## config.mk

```make
export PLATFORM = sky130hd
export DESIGN_NAME = bp_be_late_wb_tracker
export DESIGN_NICKNAME = d
export VERILOG_FILES = /design/src/rtl/bp_be_pkg.sv /design/src/rtl/bp_be_late_wb_ring_ptr.sv /design/src/rtl/bp_be_late_wb_tracker.sv
export SDC_FILE = /design/constraint.sdc
export NUM_CORES = 1
export LEC_CHECK = 0
export ABC_AREA = 0
export ABC_CLOCK_PERIOD_IN_PS = 5000
export BUFFER_PORTS_ARGS = -buffer_cell sky130_fd_sc_hd__buf_2
export CAP_MARGIN = 5
export CORE_MARGIN = 10
export CORE_UTILIZATION = 40
export CTS_CLUSTER_DIAMETER = 60
export DETAILED_ROUTE_END_ITERATION = 10
export PLACE_DENSITY = 0.65
export SYNTH_ARGS = -nofsm -noshare
export SYNTH_HDL_FRONTEND = slang
export SYNTH_SLANG_ARGS = --single-unit
export TNS_END_PERCENT = 5
```

## constraint.sdc

```tcl
create_clock -name clk_i -period 5 [get_ports clk_i]
set_input_delay 0.75 -clock clk_i [delete_from_list [all_inputs] [get_ports clk_i]]
set_output_delay 0.75 -clock clk_i [all_outputs]
set_load 0.05 [all_outputs]
```

## src/rtl/bp_be_pkg.sv

```systemverilog
// Shared back-end types for the late-writeback tracker.
package bp_be_pkg;

    localparam int bp_be_reg_addr_width_gp = 5;

    typedef struct packed {
        logic                               irf_w_v;
        logic                               frf_w_v;
        logic [bp_be_reg_addr_width_gp-1:0] rd_addr;
    } bp_be_late_wb_entry_s;

endpackage

```

## src/rtl/bp_be_late_wb_ring_ptr.sv

```systemverilog
// Ring pointer with an extra wrap bit so full and empty can be told apart.
module bp_be_late_wb_ring_ptr
    import bp_be_pkg::*;
#(
    parameter int els_p = 4,
    localparam int lg_els_lp = $clog2(els_p)
) (
    input  logic                 clk_i,
    input  logic                 reset_n_i,
    input  logic                 inc_i,
    output logic [lg_els_lp-1:0] ptr_o,
    output logic                 wrap_o
);

    logic [lg_els_lp:0] cnt_r;

    // els_p is a power of two, so the natural carry into the top bit is the wrap toggle.
    always_ff @(posedge clk_i or negedge reset_n_i) begin
        if (!reset_n_i) begin
            cnt_r <= '0;
        end else if (inc_i) begin
            cnt_r <= cnt_r + {{lg_els_lp{1'b0}}, 1'b1};
        end
    end

    assign ptr_o  = cnt_r[lg_els_lp-1:0];
    assign wrap_o = cnt_r[lg_els_lp];

endmodule

```

## src/rtl/bp_be_late_wb_tracker.sv

```systemverilog
// Non-blocking tracker of outstanding D$ load misses: in-order late writeback plus hazard query.
module bp_be_late_wb_tracker
    import bp_be_pkg::*;
#(
    parameter int els_p            = 4,
    parameter int reg_addr_width_p = bp_be_reg_addr_width_gp,
    parameter int dpath_width_p    = 66,
    parameter int num_query_p      = 3
) (
    input  logic                                  clk_i,
    input  logic                                  reset_n_i,
    input  logic                                  flush_i,
    input  logic                                  alloc_v_i,
    input  logic                                  alloc_irf_w_v_i,
    input  logic                                  alloc_frf_w_v_i,
    input  logic [reg_addr_width_p-1:0]           alloc_rd_addr_i,
    output logic                                  ready_o,
    input  logic                                  fill_v_i,
    input  logic [dpath_width_p-1:0]              fill_data_i,
    output logic                                  iwb_v_o,
    output logic                                  fwb_v_o,
    output logic [reg_addr_width_p-1:0]           wb_rd_addr_o,
    output logic [dpath_width_p-1:0]              wb_data_o,
    input  logic [num_query_p*reg_addr_width_p-1:0] query_addr_i,
    input  logic [num_query_p-1:0]                query_fp_i,
    output logic [num_query_p-1:0]                hazard_o,
    output logic [$clog2(els_p):0]                count_o
);

    localparam int lg_els_lp = $clog2(els_p);

    logic [lg_els_lp-1:0]  head_ptr, tail_ptr;
    logic                  head_wrap, tail_wrap;
    logic                  empty, full, alloc_accept, fill_accept;
    bp_be_late_wb_entry_s  mem [els_p];
    bp_be_late_wb_entry_s  head_entry;
    logic [els_p-1:0]      entry_v;

    logic                        iwb_v_p1, fwb_v_p1;
    logic [reg_addr_width_p-1:0] wb_rd_addr_p1;
    logic [dpath_width_p-1:0]    wb_data_p1;

    assign empty   = (head_ptr == tail_ptr) && (head_wrap == tail_wrap);
    assign full    = (head_ptr == tail_ptr) && (head_wrap != tail_wrap);
    assign count_o = {tail_wrap, tail_ptr} - {head_wrap, head_ptr};
    assign ready_o = ~full;

    assign alloc_accept = alloc_v_i & ready_o & ~flush_i;
    assign fill_accept  = fill_v_i & ~empty;

    bp_be_late_wb_ring_ptr #(.els_p(els_p)) head_ptr_u (
        .clk_i     (clk_i),
        .reset_n_i (reset_n_i),
        .inc_i     (fill_accept),
        .ptr_o     (head_ptr),
        .wrap_o    (head_wrap)
    );

    bp_be_late_wb_ring_ptr #(.els_p(els_p)) tail_ptr_u (
        .clk_i     (clk_i),
        .reset_n_i (reset_n_i),
        .inc_i     (alloc_accept),
        .ptr_o     (tail_ptr),
        .wrap_o    (tail_wrap)
    );

    always_ff @(posedge clk_i) begin
        if (alloc_accept) begin
            mem[tail_ptr] <= '{irf_w_v: alloc_irf_w_v_i,
                               frf_w_v: alloc_frf_w_v_i,
                               rd_addr: alloc_rd_addr_i};
        end
    end

    assign head_entry = mem[head_ptr];

    // Stage p0 -> p1: fill data meets the head entry and is registered for writeback.
    always_ff @(posedge clk_i or negedge reset_n_i) begin
        if (!reset_n_i) begin
            iwb_v_p1      <= 1'b0;
            fwb_v_p1      <= 1'b0;
            wb_rd_addr_p1 <= '0;
            wb_data_p1    <= '0;
        end else begin
            iwb_v_p1 <= fill_accept & head_entry.irf_w_v & (head_entry.rd_addr != '0);
            fwb_v_p1 <= fill_accept & head_entry.frf_w_v;
            if (fill_accept) begin
                wb_rd_addr_p1 <= head_entry.rd_addr;
                wb_data_p1    <= fill_data_i;
            end
        end
    end

    assign iwb_v_o      = iwb_v_p1;
    assign fwb_v_o      = fwb_v_p1;
    assign wb_rd_addr_o = wb_rd_addr_p1;
    assign wb_data_o    = wb_data_p1;

    // An entry is live when its distance from head is below the occupancy.
    always_comb begin
        entry_v = '0;
        for (int i = 0; i < els_p; i++) begin
            entry_v[i] = ({1'b0, lg_els_lp'(i) - head_ptr} < count_o);
        end
    end

    always_comb begin : hazard_blk
        logic [reg_addr_width_p-1:0] qa;
        logic                        qf;
        logic                        hit;
        hazard_o = '0;
        for (int q = 0; q < num_query_p; q++) begin
            qa  = query_addr_i[q*reg_addr_width_p +: reg_addr_width_p];
            qf  = query_fp_i[q];
            hit = (qf ? fwb_v_p1 : iwb_v_p1) && (wb_rd_addr_p1 == qa);
            for (int i = 0; i < els_p; i++) begin
                if (entry_v[i] && (mem[i].rd_addr == qa)
                    && (qf ? mem[i].frf_w_v : mem[i].irf_w_v)) begin
                    hit = 1'b1;
                end
            end
            hazard_o[q] = hit && (qf || (qa != '0));
        end
    end

    // Protocol violations are dropped by the accept logic; flag them in simulation.
    always_ff @(posedge clk_i) begin
        if (reset_n_i) begin
            assert (!(alloc_v_i && !ready_o))
                else $warning("protocol: alloc_v_i with ready_o low, request dropped");
            assert (!(fill_v_i && empty))
                else $warning("protocol: fill_v_i with no outstanding entry, request dropped");
        end
    end

endmodule
```

=== Word-level counts from Yosys, hierarchy flattened ===
Memories as Yosys holds them, arrays and structs flattened.
Index checks and enable logic that the tools add are counted.

* Logic and storage cells: 113
* Memories kept: 1
* Bits of input ports: 96
* Register bits after elaboration: 79
* Bits in writable memories: 28
* Output and inout port bits: 80

{| class="wikitable"
|+ Memories
! name !! words !! bits a word !! read ports !! clocked after Yosys merged registers in !! wr ports !! RTL line !! text
|-
| mem || 4 || 7 || 5 || 0 || 1 || bp_be_late_wb_tracker.sv:35 || <nowiki>bp_be_late_wb_entry_s mem [els_p];</nowiki>
|}

* Multiplexer cells: 29
* Order comparisons: 4
* Eq/ne operators: 18
* Bitwise logic cells: 9
* Reductions and logical operators: 39
* $add $sub $neg: 7

{| class="wikitable"
|+ Operators by type and width
! kind !! count
|-
| 5-bit equality test || 15
|-
| 1-bit logical AND || 32
|-
| 1-bit 2-to-1 mux || 29
|-
| 5-bit nonzero test || 4
|-
| 2-bit by 3-bit less-than comparator with 1-bit output || 4
|-
| 3-bit by 1-bit adder with 3-bit output, second input constant || 2
|-
| 1-bit AND || 6
|-
| 1-bit by 2-bit subtractor with 2-bit output, first input constant || 2
|-
| 2-bit subtractor, first input constant || 2
|-
| 1-bit logical OR || 3
|-
| 1-bit NOT || 3
|-
| 3-bit subtractor || 1
|-
| 2-bit equality test || 1
|-
| 1-bit equality test || 1
|-
| 1-bit inequality test || 1
|}

=== Logic depth before layout (Yosys ltp) ===
Gate-level depths: netlist of the first run.

* Depth after elaboration: 9
* Mapped depth: 11
* Mapped depth without buffers: 11

=== By module ===
A second synthesis of the first run with hierarchy kept.

* Cell total of the unflattened synthesis: 535
* Area, all modules: 5413.9 µm²

{| class="wikitable"
|+ By module, submodules not included
! module !! area an instance (µm²) !! seq. area each (µm²) !! instances !! cells an instance
|-
| bp_be_late_wb_tracker || 5166.2 || 2667.6 || 1 || 519
|-
| bp_be_late_wb_ring_ptr || 123.9 || 75.1 || 2 || 8
|}

=== Worst setup path before layout of the first run ===
OpenSTA, ideal clock, no wires.

* Kind: register -> output
* Start point: reg head_ptr_u.cnt_r[1]
* End point: out hazard_o[2]
* Cell stages (with the launch flop): 11
* Arrival: 3.554 ns
* Setup slack: 0.696 ns
* Cell sequence: dfrtp_1 > clkbuf_1 > inv_1 > fa_1 > inv_1 > ha_1 > nor2b_1 > o21ai_0 > nand4_1 > and3_1 > a21oi_1

* Cells in the longest elaborated chain, start to end: 9
* Elaborated cells on any way between the ends: 22
* Classes of those cells: add/sub (5); order compare (4); mux (4); reduce/logical (9)

{| class="wikitable"
|+ RTL lines
! item !! RTL line !! text
|-
| start: declaration || bp_be_late_wb_ring_ptr.sv:15 || <nowiki>logic [lg_els_lp:0] cnt_r;</nowiki>
|-
| start signal: assignment || bp_be_late_wb_ring_ptr.sv:22 || <nowiki>cnt_r <= cnt_r + {{lg_els_lp{1'b0}}, 1'b1};</nowiki>
|-
| 3-bit subtractor * || bp_be_late_wb_tracker.sv:45 || <nowiki>assign count_o = {tail_wrap, tail_ptr} - {head_wrap, head_ptr};</nowiki>
|-
| net count_o[1] || bp_be_late_wb_tracker.sv:27 || <nowiki>output logic [$clog2(els_p):0] count_o</nowiki>
|-
| 2-bit by 3-bit less-than comparator with 1-bit output || bp_be_late_wb_tracker.sv:103 || <nowiki>entry_v[i] = ({1'b0, lg_els_lp'(i) - head_ptr} < count_o);</nowiki>
|-
| 1-bit logical AND || bp_be_late_wb_tracker.sv:117 || <nowiki>if (entry_v[i] && (mem[i].rd_addr == qa)</nowiki>
|-
| 1-bit logical AND || bp_be_late_wb_tracker.sv:118 || <nowiki>&& (qf ? mem[i].frf_w_v : mem[i].irf_w_v)) begin</nowiki>
|-
| 1-bit 2-to-1 mux (3 in series) || bp_be_late_wb_tracker.sv:117 ||
|-
| 1-bit 2-to-1 mux * || bp_be_late_wb_tracker.sv:117 ||
|-
| 1-bit logical AND * || bp_be_late_wb_tracker.sv:122 || <nowiki>hazard_o[q] = hit && (qf || (qa != '0));</nowiki>
|-
| end: declaration || bp_be_late_wb_tracker.sv:26 || <nowiki>output logic [num_query_p-1:0] hazard_o,</nowiki>
|}

Mark *: on every way through the listed nets, which the timed path passes. The rest lies on a longest branch.

=== Final worst setup path of the first run ===
* Start point: reg head_ptr_u.cnt_r[0]
* End point: out hazard_o[1]

* Cells in the longest elaborated chain, start to end: 9
* Elaborated cells on any way between the ends: 22
* Classes of those cells: add/sub (5); order compare (4); mux (4); reduce/logical (9)

{| class="wikitable"
|+ RTL lines
! item !! RTL line
|-
| 3-bit subtractor or 1-bit by 2-bit subtractor with 2-bit output (tied branches) || bp_be_late_wb_tracker.sv:45, bp_be_late_wb_tracker.sv:103
|-
| 2-bit by 3-bit less-than comparator with 1-bit output || bp_be_late_wb_tracker.sv:103
|-
| 1-bit logical AND || bp_be_late_wb_tracker.sv:117
|-
| 1-bit logical AND || bp_be_late_wb_tracker.sv:118
|-
| 1-bit 2-to-1 mux (3 in series) || bp_be_late_wb_tracker.sv:117
|-
| 1-bit 2-to-1 mux * || bp_be_late_wb_tracker.sv:117
|-
| 1-bit logical AND * || bp_be_late_wb_tracker.sv:122
|}

Every way passes the cells marked *; elsewhere a longest branch is shown, timed or not.

==> results.json, run 1 <==
{
  "wl_per_cell_um": 18.5,
  "grtUsageTotal_pct": 16.8,
  "syn_area_per_cell_um2": 10.1,
  "final_hold_viol_count": 0,
  "max-slew-margin-rel_pct": 24.0,
  "nFillCells": 1270,
  "design.die.area_mm2": 0.0186,
  "grt_max_degree": 80,
  "worst_setup_path_start_kind": "flop",
  "port_buffers": 175,
  "maxCapViolCount": 0,
  "cellPowerDensity_mw_per_mm2": 757,
  "routed_wl_mm": 16.1,
  "final_antenna_net_count": 0,
  "cts.hold.buffers_added": 0,
  "synth-seq-cells": 107,
  "period_minus_slack_ns": 4.38,
  "p_leak_nw": 3.34,
  "max-vdd-ir-drop_mv": 0.377,
  "crit_path_end_kind": "output pin",
  "cts_tree": "done",
  "synth_warnings": 0,
  "cts_root_buffer": "clkbuf_16",
  "setup_viol": 0,
  "ioPinCount": 176,
  "post_cts_buffers": 0,
  "grt_pass1_wl_mm": 24.3,
  "drt_first_pass_iters": 4,
  "antenna_found_initial": 0,
  "hp-class": "flop to flop",
  "totalNegativeSetupSlack_ns": 0,
  "die_h_um": 136,
  "worstSetupPathType": "flop to output pin",
  "drive_gt1_share_pct": 28.9,
  "cts.clk_slew.worst_paths_ns": 0.08,
  "outcome": "complete, no violations",
  "synth_area_mm2": 0.00543,
  "final_cell_mix": "nand2_1, buf_2, dfrtp_1",
  "syn_inst": 539,
  "ys_seq_area_share_pct": 51.9,
  "syn_nets": 649,
  "synth_cell_types": 32,
  "worst_pin_slew_ns": 1.14,
  "post_drt_via_cell_ratio": 4.90,
  "cts_buffers": 9,
  "cts_buffer_depth": 2,
  "skew_ns": 0.00925,
  "worstPathArrival_ns": 3.63,
  "cts.repair.resized": 0,
  "clock_latency_ns": 0.35,
  "fin_nets": 800,
  "fp.dieW_um": 136,
  "finalCritPeriodShare_pct": 87.7,
  "cp.required_ns": 4.25,
  "cts.sinks": 107,
  "mostFrequentLayoutCell": "nand2_1",
  "dp_hpwl_mm": 12.4,
  "finalPower_mw": 5.06,
  "max_freq_mhz": 228,
  "grt_overflow": 0,
  "area_growth_pct": 23.1,
  "slew_viol_final": 0,
  "first_iter_violations": 205,
  "rsz0062_at_grt": "false",
  "htreeDepth": 3,
  "core_area_mm2": 0.0132,
  "start_util_pct": 41.0,
  "diodes": 0,
  "rows": 42,
  "cp_max_fo": 11,
  "drc": 0,
  "gp_congestion": 0.957,
  "grt_pass1_vias": 4361,
  "routed-via-count": 4259
}
==> final cells by class <==
| cell class | count | area (um2) | share of cell area (%) |
|---|---|---|---|
| repair buffers | 176 | 886 | 13.3 |
| clock inverters | 4 | 52.6 | 0.787 |
| multi-input cells | 386 | 2440 | 36.5 |
| inverters | 10 | 37.5 | 0.562 |
| flip-flops and latches | 107 | 2820 | 42.2 |
| clock buffers | 10 | 230 | 3.45 |
| well taps | 176 | 220 | 3.30 |
==> kinds of logic after synthesis <==
family,count (synthesis),share of synthesized area [%]
compound gates,14,1.50
xor+xnor,81,13.4
fa+ha+maj,14,3.37
buf+inv,46,3.37
flops,107,51.9
mux,27,6.99
simple gates,250,19.5
==> path summary, 6_finish.rpt <==
kind                                startpoint             endpoint  slack, ns  depth (start not counted)
max in group asynchronous            reset_n_i  head_ptr_u.cnt_r[1]       3.80                          1
hold reg to reg                  wb_data_o[32]        wb_data_o[32]       0.47                          2
min in group asynchronous            reset_n_i        wb_data_o[59]       0.57                          1
setup / recovery           head_ptr_u.cnt_r[0]          hazard_o[1]       0.62                         11
setup reg to reg           head_ptr_u.cnt_r[1]  head_ptr_u.cnt_r[2]       2.36                          7
hold / removal                   wb_data_o[32]        wb_data_o[32]       0.47                          2
==> stage by stage <==
stage | instances | util, % | instance area (um2) | setup slack [ns] | hold slack, ns
floorplan | 539 | - | 5430 | 0.696 | 0.454
global placement | 855 | 48.3 | 6400 | 1.06 | 0.451
detailed placement | 855 | 48.3 | 6400 | 0.957 | 0.458
CTS | 869 | 50.5 | 6680 | 0.562 | 0.475
global route | 869 | 50.5 | 6680 | 0.280 | 0.494
finish | 869 | 50.5 | 6680 | 0.616 | 0.472
==> registers in the layout (all words and copies together) (netlist names) <==
name / flops
iwb_v_o: 1
wb_data_o: 66
fwb_v_o: 1
wb_rd_addr_o: 5
mem: 28
head_ptr_u.cnt_r: 3
tail_ptr_u.cnt_r: 3
==> per-layer routing <==
layer / part of all wire [%] / wire length, um / vias to the layer above / global-route usage, %
met4: 1.8 / 283 / 0 / 5.74
li1: - / - / 2059 / -
met1: 42 / 6740 / 2034 / 21.6
met5: 0 / 0 / - / 0
met3: 8.9 / 1430 / 21 / 4.50
met2: 47 / 7650 / 145 / 26.8
==> Yosys cell counts <==
master      n  area share [%]
mux4_2      3             1.2
o21a_1      1            0.14
buf_2       2            0.18
or4_1       4            0.55
mux4_1      4             1.9
nor2b_1     4            0.46
xor2_1     41             6.6
a31oi_1     3            0.35
inv_1      10            0.69
buf_6       1            0.21
o21ai_0     6            0.55
and3_1      3            0.35
edfxtp_1   28              15
xor3_1      1            0.44
a21oi_1     3            0.28
clkbuf_1   25             1.7
xnor2_1    39             6.3
buf_1       8            0.55
fa_1        1            0.37
nor4_1     15             1.7
nor3_1      3            0.28
nand3_1     1           0.092
and3b_1     1            0.16
nand2_1   202              14
o211a_1     1            0.18
mux2_2      5             1.0
nor2_1      1           0.069
and2_1      4            0.46
ha_1       13             3.0
nand4_1    12             1.4
mux2i_1    15             2.8
dfrtp_1    79              36
==> where the power goes <==
| part | internal [mW] | switching (mW) |
|---|---|---|
| combinational | 0.729 | 2.11 |
| sequential | 1.25 | 0.278 |
| clock | 0.387 | 0.307 |
| total | 2.36 | 2.70 |
==> worst max-delay path, stage by stage (launching register included) <==
cell and delay, ns:
dfrtp_1 0.67, ha_1 0.28, inv_1 0.07, fa_1 0.51, inv_1 0.11, ha_1 0.30
nor2b_1 0.12, o21ai_0 0.39, nand4_1 0.15, and3_1 0.22, a21oi_1 0.18, buf_2 0.30
Note: power is estimated with default switching activity, not from simulation.
==> inputs of run 2 (changes only) <==
- CORE_UTILIZATION: 40 -> 55
- PLACE_DENSITY: 0.65 -> 0.86
==> run 2 against run 1 <==
Effect of this change: clock-buffer cell count decreased by 1; flip-flop and latch count did not move; power shrank 3.2%; core utilization increased by 17 points; highest routed layer unchanged.
==> results.json, run 2 (synthesis gave the netlist of run 1 again) <==
{
  "outcome": "complete, no violations",
  "worstSetupPathType": "flop to output pin",
  "cts_root_buffer": "clkbuf_8",
  "hold_end": "wb_data_o[29]",
  "cts_tree": "done",
  "period_minus_slack_ns": 4.47,
  "start_util_pct": 56.0,
  "crit_path_end_kind": "output pin",
  "min-delay-start": "wb_data_o[29]",
  "worst_pin_slew_ns": 1.08,
  "cp_max_fo": 11,
  "design.die.area_mm2": 0.0142,
  "grt_max_degree": 80,
  "final_hold_viol_count": 0,
  "worstPathArrival_ns": 3.72,
  "finalInstanceArea_mm2": 0.00656,
  "dp_hpwl_mm": 12.3,
  "ioPinCount": 176,
  "die_h_um": 119,
  "grtUsageTotal_pct": 21.2,
  "area_growth_pct": 20.9,
  "fp.dieW_um": 119,
  "cts_buffer_depth": 2,
  "largest_reg_flops": 66,
  "max-vdd-ir-drop_mv": 0.615,
  "nFillCells": 730,
  "post_drt_via_cell_ratio": 5.31,
  "cts.clk_slew.worst_paths_ns": 0.12,
  "grt_pass1_vias": 4556,
  "maxCapViolCount": 0,
  "post_cts_buffers": 0,
  "routed-via-count": 4400,
  "cts_buffers": 9,
  "core_area_mm2": 0.00968,
  "final_antenna_net_count": 0,
  "slew_viol_final": 0,
  "grt_pass1_wl_mm": 24.4,
  "reg2reg_to": "iwb_v_o",
  "skew_ns": 0.0241,
  "final_cell_mix": "nand2_1, buf_2, dfrtp_1",
  "setup_viol": 0,
  "first_iter_violations": 292,
  "rows": 36,
  "htreeDepth": 3,
  "r2r_setup_slack_ns": 2.07,
  "rsz0062_at_grt": "false",
  "placed_cell_area_mm2": 0.00634,
  "fin_nets": 800,
  "holdPathStages": 2,
  "diodes": 0,
  "mostFrequentLayoutCell": "nand2_1",
  "gp_congestion": 0.946,
  "cts.hold.buffers_added": 0,
  "max_freq_mhz": 224,
  "port_buffers": 175,
  "ff2ff_path_depth": 6,
  "regToRegStartpoint": "head_ptr_u.cnt_r[1]",
  "p_leak_nw": 3.30,
  "drive_gt1_share_pct": 29.1,
  "max-slew-margin-rel_pct": 28.2,
  "cellPowerDensity_mw_per_mm2": 746,
  "worst_setup_path_start_kind": "flop",
  "hp-class": "flop to flop",
  "grt_overflow": 0,
  "cts.sinks": 107,
  "finalCritPeriodShare_pct": 89.3,
  "drt_first_pass_iters": 4,
  "drc": 0,
  "antenna_found_initial": 0,
  "clock_latency_ns": 0.38,
  "cp.required_ns": 4.25,
  "totalNegativeSetupSlack_ns": 0,
  "cts.repair.resized": 0,
  "routed_wl_mm": 15.7,
  "wl_per_cell_um": 18.9
}
-- run 2: cell count changes in the layout (fill, tap and decap cells not counted), sizes merged --
cell / delta
clkinv: +2
bufinv: -1
clkbuf: -1
inv: +2
-- run 2: final cells by class --
type | count | area [um2] | area share, %
Clock buffer | 9 | 124 | 1.89
Clock inverter | 7 | 91.3 | 1.39
Timing Repair Buffer | 176 | 886 | 13.5
Inverter | 10 | 37.5 | 0.572
Tap cell | 133 | 166 | 2.54
Sequential cell | 107 | 2820 | 43.0
Multi-Input combinational cell | 386 | 2440 | 37.2
-- run 2: critical path: stages (launching register included) --
cell and delay [ns]:
dfrtp_1 0.67, ha_1 0.28, inv_1 0.07, fa_1 0.50, inv_1 0.11, ha_1 0.28
nor2b_1 0.12, o21ai_0 0.49, nand4_1 0.16, and3_1 0.24, a21oi_1 0.13, buf_2 0.29
-- run 2: how the worst max path moves through the flow --
stage	slack, ns	start	to	cells past startpoint
floorplan	0.70	head_ptr_u.cnt_r[1]	hazard_o[2]	10
global placement	1.09	head_ptr_u.cnt_r[0]	hazard_o[1]	11
detailed placement	0.95	head_ptr_u.cnt_r[0]	hazard_o[1]	11
CTS	0.55	head_ptr_u.cnt_r[0]	hazard_o[1]	11
global route	0.36	head_ptr_u.cnt_r[0]	hazard_o[0]	11
finish	0.53	head_ptr_u.cnt_r[0]	hazard_o[1]	11
-- run 2: report_power, final --
group | internal, mW | leakage [nW] | switching (mW)
Sequential | 1.24 | 1.22 | 0.278
Combinational | 0.725 | 1.98 | 2.11
Clock | 0.205 | 0.106 | 0.341
Total | 2.17 | 3.30 | 2.73
-- run 2: through the flow --
stage,utilization [%],cells,hold WS [ns],power [mW],setup slack [ns]
finish,67.7,828,0.482,4.90,0.534
global route,67.7,828,0.503,5.21,0.356
CTS,67.7,828,0.484,4.94,0.550
detailed placement,65.5,812,0.456,4.39,0.953
global placement,65.5,812,0.451,4.31,1.09
floorplan,-,539,0.454,3.63,0.696
-- run 2: routing by layer --
layer	vias to the layer above	track usage (%)	routed length (um)
li1	2066	-	-
met1	2131	25.6	6250
met2	173	36.3	7920
met3	30	4.82	1120
met4	0	7.62	364
met5	-	0	0
